[config.mk]
export PLATFORM = sky130hd
export DESIGN_NAME = fp_mant_normalizer
export DESIGN_NICKNAME = d
export VERILOG_FILES = /design/src/rtl/fp_mant_normalizer_pkg.sv /design/src/rtl/fp_mant_normalizer_lzc32.sv /design/src/rtl/fp_mant_normalizer.sv
export SDC_FILE = /design/constraint.sdc
export NUM_CORES = 1
export LEC_CHECK = 0
export CAP_MARGIN = 5
export CORE_MARGIN = 8
export CORE_UTILIZATION = 64
export CTS_CLUSTER_DIAMETER = 40
export CTS_CLUSTER_SIZE = 28
export DETAILED_ROUTE_END_ITERATION = 6
export DONT_BUFFER_PORTS = 1
export MAX_ROUTING_LAYER = met4
export PLACE_DENSITY = 0.83
export SYNTH_ARGS = -nofsm -noshare
export SYNTH_HDL_FRONTEND = slang
export SYNTH_SLANG_ARGS = --single-unit
export TNS_END_PERCENT = 1
[constraint.sdc]
create_clock -name clk -period 4 [get_ports clk]
set_input_delay 0.8 -clock clk [delete_from_list [all_inputs] [get_ports clk]]
set_output_delay 0.8 -clock clk [all_outputs]
set_load 0.005 [all_outputs]
[src/rtl/fp_mant_normalizer_pkg.sv]
// Shared widths and stage payload types for the post-add mantissa normalizer.
package fp_mant_normalizer_pkg;

  localparam int unsigned MANT_W   = 32;
  localparam int unsigned EXP_W    = 8;
  localparam int unsigned LZC_W    = 5;
  localparam int unsigned EXP_BIAS = 127;

  // One unnormalized beat as captured by stage 1.
  typedef struct packed {
    logic              sign;
    logic [EXP_W-1:0]  exp;
    logic [MANT_W-1:0] mant;
  } fp_beat_t;

endpackage

[src/rtl/fp_mant_normalizer_lzc32.sv]
// Combinational 32-bit leading-zero counter; cnt is 0 when the word is all zero.
module lzc32
  import fp_mant_normalizer_pkg::*;
(
  input  logic [MANT_W-1:0] mant,
  output logic [LZC_W-1:0]  cnt,
  output logic              all_zero
);

  // Scan LSB to MSB so the highest set bit makes the final assignment.
  always_comb begin
    cnt      = '0;
    all_zero = ~|mant;
    for (int unsigned i = 0; i < MANT_W; i++) begin
      if (mant[i]) begin
        cnt = LZC_W'(MANT_W - 1 - i);
      end
    end
  end

endmodule

[src/rtl/fp_mant_normalizer.sv]
// Two-stage post-add normalizer: S1 captures the sum and counts leading zeros,
// S2 shifts the mantissa, adjusts the exponent and flags zero/underflow.
module fp_mant_normalizer
  import fp_mant_normalizer_pkg::*;
(
  input  logic              clk,
  input  logic              rst_n,
  input  logic              in_valid,
  output logic              in_ready,
  input  logic              in_sign,
  input  logic [EXP_W-1:0]  in_exp,
  input  logic [MANT_W-1:0] in_mant,
  output logic              out_valid,
  input  logic              out_ready,
  output logic              out_sign,
  output logic [EXP_W-1:0]  out_exp,
  output logic [MANT_W-1:0] out_mant,
  output logic [LZC_W-1:0]  lz_sel,
  output logic              out_zero,
  output logic              out_uflow
);

  logic              s1_v_q,    s1_v_d;
  fp_beat_t          s1_beat_q, s1_beat_d;
  logic [LZC_W-1:0]  s1_lzc_q,  s1_lzc_d;
  logic              s1_zero_q, s1_zero_d;

  logic              s2_v_q,     s2_v_d;
  logic              s2_sign_q,  s2_sign_d;
  logic [EXP_W-1:0]  s2_exp_q,   s2_exp_d;
  logic [MANT_W-1:0] s2_mant_q,  s2_mant_d;
  logic [LZC_W-1:0]  s2_lz_q,    s2_lz_d;
  logic              s2_zero_q,  s2_zero_d;
  logic              s2_uflow_q, s2_uflow_d;

  logic              in_fire_c;
  logic              s2_load_c;
  logic [LZC_W-1:0]  in_lzc_c;
  logic              in_zero_c;
  logic              uflow_c;
  logic [LZC_W-1:0]  sh_c;

  lzc32 u_lzc (
    .mant     (in_mant),
    .cnt      (in_lzc_c),
    .all_zero (in_zero_c)
  );

  // Each stage advances when empty or when its successor drains this cycle.
  always_comb begin
    s2_load_c = s1_v_q & (~s2_v_q | out_ready);
    in_ready  = ~s1_v_q | (~s2_v_q | out_ready);
    in_fire_c = in_valid & in_ready;
  end

  always_comb begin
    s1_v_d    = in_fire_c | (s1_v_q & ~s2_load_c);
    s1_beat_d = s1_beat_q;
    s1_lzc_d  = s1_lzc_q;
    s1_zero_d = s1_zero_q;
    if (in_fire_c) begin
      s1_beat_d = '{sign: in_sign, exp: in_exp, mant: in_mant};
      s1_lzc_d  = in_lzc_c;
      s1_zero_d = in_zero_c;
    end
  end

  // Underflow limits the shift to the exponent so the result exponent stops at 0.
  always_comb begin
    uflow_c    = ~s1_zero_q & (EXP_W'(s1_lzc_q) > s1_beat_q.exp);
    sh_c       = uflow_c ? s1_beat_q.exp[LZC_W-1:0] : s1_lzc_q;
    s2_v_d     = s2_load_c | (s2_v_q & ~out_ready);
    s2_sign_d  = s2_sign_q;
    s2_exp_d   = s2_exp_q;
    s2_mant_d  = s2_mant_q;
    s2_lz_d    = s2_lz_q;
    s2_zero_d  = s2_zero_q;
    s2_uflow_d = s2_uflow_q;
    if (s2_load_c) begin
      s2_sign_d  = s1_beat_q.sign;
      s2_zero_d  = s1_zero_q;
      s2_uflow_d = uflow_c;
      if (s1_zero_q) begin
        s2_exp_d  = '0;
        s2_mant_d = '0;
        s2_lz_d   = '0;
      end else begin
        s2_exp_d  = s1_beat_q.exp - EXP_W'(sh_c);
        s2_mant_d = s1_beat_q.mant << sh_c;
        s2_lz_d   = sh_c;
      end
    end
  end

  always_ff @(posedge clk or negedge rst_n) begin
    if (!rst_n) begin
      s1_v_q     <= 1'b0;
      s1_beat_q  <= '0;
      s1_lzc_q   <= '0;
      s1_zero_q  <= 1'b0;
      s2_v_q     <= 1'b0;
      s2_sign_q  <= 1'b0;
      s2_exp_q   <= '0;
      s2_mant_q  <= '0;
      s2_lz_q    <= '0;
      s2_zero_q  <= 1'b0;
      s2_uflow_q <= 1'b0;
    end else begin
      s1_v_q     <= s1_v_d;
      s1_beat_q  <= s1_beat_d;
      s1_lzc_q   <= s1_lzc_d;
      s1_zero_q  <= s1_zero_d;
      s2_v_q     <= s2_v_d;
      s2_sign_q  <= s2_sign_d;
      s2_exp_q   <= s2_exp_d;
      s2_mant_q  <= s2_mant_d;
      s2_lz_q    <= s2_lz_d;
      s2_zero_q  <= s2_zero_d;
      s2_uflow_q <= s2_uflow_d;
    end
  end

  assign out_valid = s2_v_q;
  assign out_sign  = s2_sign_q;
  assign out_exp   = s2_exp_q;
  assign out_mant  = s2_mant_q;
  assign lz_sel    = s2_lz_q;
  assign out_zero  = s2_zero_q;
  assign out_uflow = s2_uflow_q;

endmodule
==> impl_table.tex <==
\begin{tabular}{lr}
\hline
Metric & Value \\
\hline
\multicolumn{2}{l}{\textbf{Logic synthesis}} \\
\quad EDFF count, synth & 0 \\
\quad Synth area leaders & sky130\_fd\_sc\_hd\_\_dfrtp\_1 43\%, sky130\_fd\_sc\_hd\_\_mux2i\_1 14\%, sky130\_fd\_sc\_hd\_\_nand2\_1 11\%, sky130\_fd\_sc\_hd\_\_o21ai\_0 3.7\%, sky130\_fd\_sc\_hd\_\_ha\_1 2.2\% \\
\quad Synth top cells by count & 160 x sky130\_fd\_sc\_hd\_\_nand2\_1, 97 x sky130\_fd\_sc\_hd\_\_dfrtp\_1, 81 x sky130\_fd\_sc\_hd\_\_mux2i\_1, 42 x sky130\_fd\_sc\_hd\_\_o21ai\_0, 29 x sky130\_fd\_sc\_hd\_\_nor2\_1 \\
\quad Register bit count reported by yosys & 97 \\
\quad Fraction of the yosys area taken by sequential cells & 43.1\% \\
\quad Area fraction of the dominant cell type after synthesis & 43.1\% \\
\quad Mean Syn Cell Area & 9.13 um\^{}2 \\
\quad Synthesized Nets & 673 \\
\quad Top-count cell post-synth & sky130\_fd\_sc\_hd\_\_nand2\_1 \\
\quad Post-synth top flop & sky130\_fd\_sc\_hd\_\_dfrtp\_1 \\
\quad Cell type contributing the most total cell area after synthesis & sky130\_fd\_sc\_hd\_\_dfrtp\_1 \\
\quad Number of different library cells in the post-synthesis netlist & 52 \\
\quad Netlist Area Pre-Place & 5630 um\^{}2 \\
\quad Warning count from the yosys run & 0 \\
\quad Number of instances in the synthesized netlist & 617 \\
\quad Proportion of register bits with asynchronous set or reset after synthesis & 100\% \\
\multicolumn{2}{l}{\textbf{Finish}} \\
\quad Core utilization of the finished layout & 68.5\% \\
\quad Antenna cell count & 0 \\
\quad Nets & 666 \\
\quad Area growth from synthesis to final layout & 5.11\% \\
\quad Layout cells sized above 1 & 7.48\% \\
\quad Number of cells in the finished layout apart from fillers & 723 \\
\multicolumn{2}{l}{\textbf{Global routing}} \\
\quad Pin count of the biggest net entering global routing & 98 \\
\quad Global-route congestion overflow total & 0 \\
\quad Wire length of the first global-routing pass & 23,200 um \\
\quad Antenna violations before repair & 0 \\
\quad Vias in the first global route & 4,417 \\
\quad All-Layer GR Usage & 25.3\% \\
\multicolumn{2}{l}{\textbf{Power}} \\
\quad Sequential Power Share & 48.1\% \\
\quad PD cells & 484 nW/um\^{}2 \\
\quad Switching power & 0.00103 W \\
\quad Highest ir drop seen on vdd & 0.233 mV \\
\quad Static Leakage & 2.85 nW \\
\quad Portion of total power attributed to the clock network & 22.1\% \\
\quad Net switching fraction of the power & 35.9\% \\
\quad Internal power & 0.00184 W \\
\quad Combinational share of power & 29.8\% \\
\multicolumn{2}{l}{\textbf{Worst setup path}} \\
\quad Buffers \& Inverters on Critical Path & 2 \\
\quad Most Frequent Cell on Critical Path & sky130\_fd\_sc\_hd\_\_mux2i\_1 \\
\quad Nature of the critical path endpoint & register \\
\quad Highest-delay cell along the critical path & sky130\_fd\_sc\_hd\_\_dfrtp\_1 \\
\quad Family with the most delay on the worst path & multiplexers \\
\quad Kind of start point of the critical path & register \\
\quad Data arrival time at the worst-slack endpoint & 3810 ps \\
\quad Slowest stage delay, CP & 500 ps \\
\quad Cell-by-cell listing of the critical path & inv\_1, ha\_1, nor2b\_1, o21bai\_1, a21oi\_4, mux2i\_4, buf\_4, mux2i\_1, mux2i\_1, mux2i\_1, o22ai\_1, or3\_1 \\
\quad Critical path class & register to register \\
\quad Largest driver fanout on the critical path & 15 \\
\quad Data required, critical path & 4240 ps \\
\multicolumn{2}{l}{\textbf{Timing}} \\
\quad Setup repair after global routing missed its margin & no \\
\quad PnR worst setup slack & 430 ps \\
\quad Relative slew slack & 56.4\% \\
\quad Max Clock Skew & 14.2 ps \\
\quad Accumulated negative setup slack & 0 ps \\
\quad Slew at the pin closest to its max-slew limit & 648 ps \\
\quad Final setup fails & 0 \\
\quad Final critical-path share of the clock period & 89.3\% \\
\quad Time the worst path needs with I/O delays and setup & 3570 ps \\
\quad Maximum achievable frequency & 280 MHz \\
\quad Number of endpoints with negative hold slack in the final report & 0 \\
\quad Final Slew Violations & 0 \\
\multicolumn{2}{l}{\textbf{Floorplan}} \\
\quad I/O Pins & 95 \\
\quad Starting Density & 65.2\% \\
\quad Area inside the core boundary & 8640 um\^{}2 \\
\quad Area of the die & 12,100 um\^{}2 \\
\quad Horiz. Die Dim & 110 um \\
\quad Y dimension of the die & 110 um \\
\quad Std-Cell Rows & 34 \\
\multicolumn{2}{l}{\textbf{Clocking}} \\
\quad Count of hold buffers inserted by post-cts repair & 0 \\
\quad Clock tree root buffer cell & sky130\_fd\_sc\_hd\_\_clkbuf\_8 \\
\quad Clock tree from TritonCTS & done \\
\quad Skew-Pair Late Insertion Delay & 360 ps \\
\quad Post-CTS Resized & 0 \\
\quad Post-CTS setup buffer count & 0 \\
\quad Number of clock buffers inserted by TritonCTS & 9 \\
\quad Sink count of the clock tree & 97 \\
\quad Number of buffers between clock root and the deepest sink & 2 \\
\quad H-tree levels & 3 \\
\quad CTS clk-pin slew, worst paths & 100 ps \\
\multicolumn{2}{l}{\textbf{Routing}} \\
\quad Total wirelength of the detailed-routed design & 14,600 um \\
\quad Mean number of vias per cell & 6.39 \\
\quad Total via count in the routed design & 4,618 \\
\quad Number of remaining DRC errors & 0 \\
\quad Final antenna-violating net count & 0 \\
\quad Routed len/inst & 20.1 um \\
\quad Number of iterations in the first detailed-routing pass & 5 \\
\quad Detailed Route Iter0 Violations & 268 \\
\multicolumn{2}{l}{\textbf{Placed design}} \\
\quad Routability cong. & 0.926 \\
\quad Total placed cells including tap cells & 707 \\
\quad Setup slack at placement & 459 ps \\
\quad Number of port buffers & 0 \\
\quad Hpwl dp & 11,200 um \\
\multicolumn{2}{l}{\textbf{Hold path}} \\
\quad Hold WC Path Type & input pin to async pin \\
\multicolumn{2}{l}{\textbf{Flow run}} \\
\quad Max\_cap viols & 0 \\
\multicolumn{2}{l}{\textbf{Outcome}} \\
\quad Result of the run & finished clean \\
\hline
\end{tabular}
## stage by stage
stage               hold WS, ps  area [um^2]  total power [W]
detailed placement          473         5720          0.00224
global route               98.6         5920          0.00303
global placement            471         5720          0.00221
floorplan                   442         5630          0.00199
finish                      122         5920          0.00286
CTS                         107         5920          0.00287
## worst paths after layout
path                                           start                         to  slack, ps  cells after the start
max reg2reg                s1_beat_q[33]$_DFFE_PN0P_   out_mant[26]$_DFFE_PN0P_        430                     12
min in group clk           s1_beat_q[40]$_DFFE_PN0P_  s1_beat_q[40]$_DFFE_PN0P_        490                      2
max                        s1_beat_q[33]$_DFFE_PN0P_   out_mant[26]$_DFFE_PN0P_        430                     12
max in group asynchronous                      rst_n  s1_beat_q[19]$_DFFE_PN0P_       3740                      0
min reg2reg                s1_beat_q[40]$_DFFE_PN0P_  s1_beat_q[40]$_DFFE_PN0P_        490                      2
min                                            rst_n   out_mant[17]$_DFFE_PN0P_        120                      0
## kinds of logic (layout without fill, tap and decap cells)
| family | Yosys count | in the layout | share of synthesized area (%) |
|---|---|---|---|
| DFF | 97 | 97 | 43.1 |
| adders and majority gates | 11 | 11 | 2.58 |
| xor gates and xnor gates | 6 | 6 | 0.933 |
| AOI/OAI and AO/OA | 131 | 131 | 16.0 |
| and+or+nand+nor | 230 | 230 | 16.9 |
| muxes | 91 | 91 | 16.4 |
| buffers and inverters | 51 | 49 | 4.09 |
## cell usage in the layout (no fill, tap or decap), drive strengths merged, types with 5 or more instances in the layout
cell / synthesis / layout
a21o: 6 / 6
a21oi: 19 / 19
a221o: 5 / 5
a22o: 9 / 9
a22oi: 7 / 7
buf: 11 / 13
clkbuf: 20 / 10
dfrtp: 97 / 97
ha: 10 / 10
inv: 20 / 21
mux2: 10 / 10
mux2i: 81 / 81
nand2: 160 / 160
nand3: 7 / 7
nor2: 29 / 29
nor3: 10 / 10
nor4: 8 / 8
o211ai: 5 / 5
o21ai: 44 / 44
o31ai: 7 / 7
## per-layer routing
| metal | part of all wire [%] | global-route usage (%) | up-vias |
|---|---|---|---|
| met5 | 0 | - | - |
| li1 | - | - | 2175 |
| met4 | 1.2 | 6.75 | 0 |
| met1 | 45 | 33.9 | 2220 |
| met3 | 9.1 | 5.86 | 19 |
| met2 | 45 | 37.7 | 204 |
## power groups by stage
stage	clock [W]	sequential, W	combinational, W
detailed placement	0	0.00140	0.000838
global placement	0	0.00140	0.000819
floorplan	0	0.00132	0.000668
finish	0.000633	0.00138	0.000854
global route	0.000686	0.00141	0.000940
CTS	0.000645	0.00138	0.000844
## cell type report
type,instances,area (um^2)
repair buffers,13,97.6
clock inverters,6,67.6
flip-flops and latches,97,2430
multi-input cells,469,2990
fillers,718,2720
clock buffers,10,128
well taps,108,135
inverters,20,75.1
## sequential cells by signal (all words and copies together) (netlist names)
| name | flops |
|---|---|
| lz_sel | 5 |
| out_exp | 8 |
| out_mant | 32 |
| out_sign | 1 |
| out_uflow | 1 |
| out_valid | 1 |
| out_zero | 1 |
| s1_beat_q | 41 |
| s1_lzc_q | 5 |
| s1_v_q | 1 |
| s1_zero_q | 1 |
No activity file was read; power rests on OpenSTA's default activity.
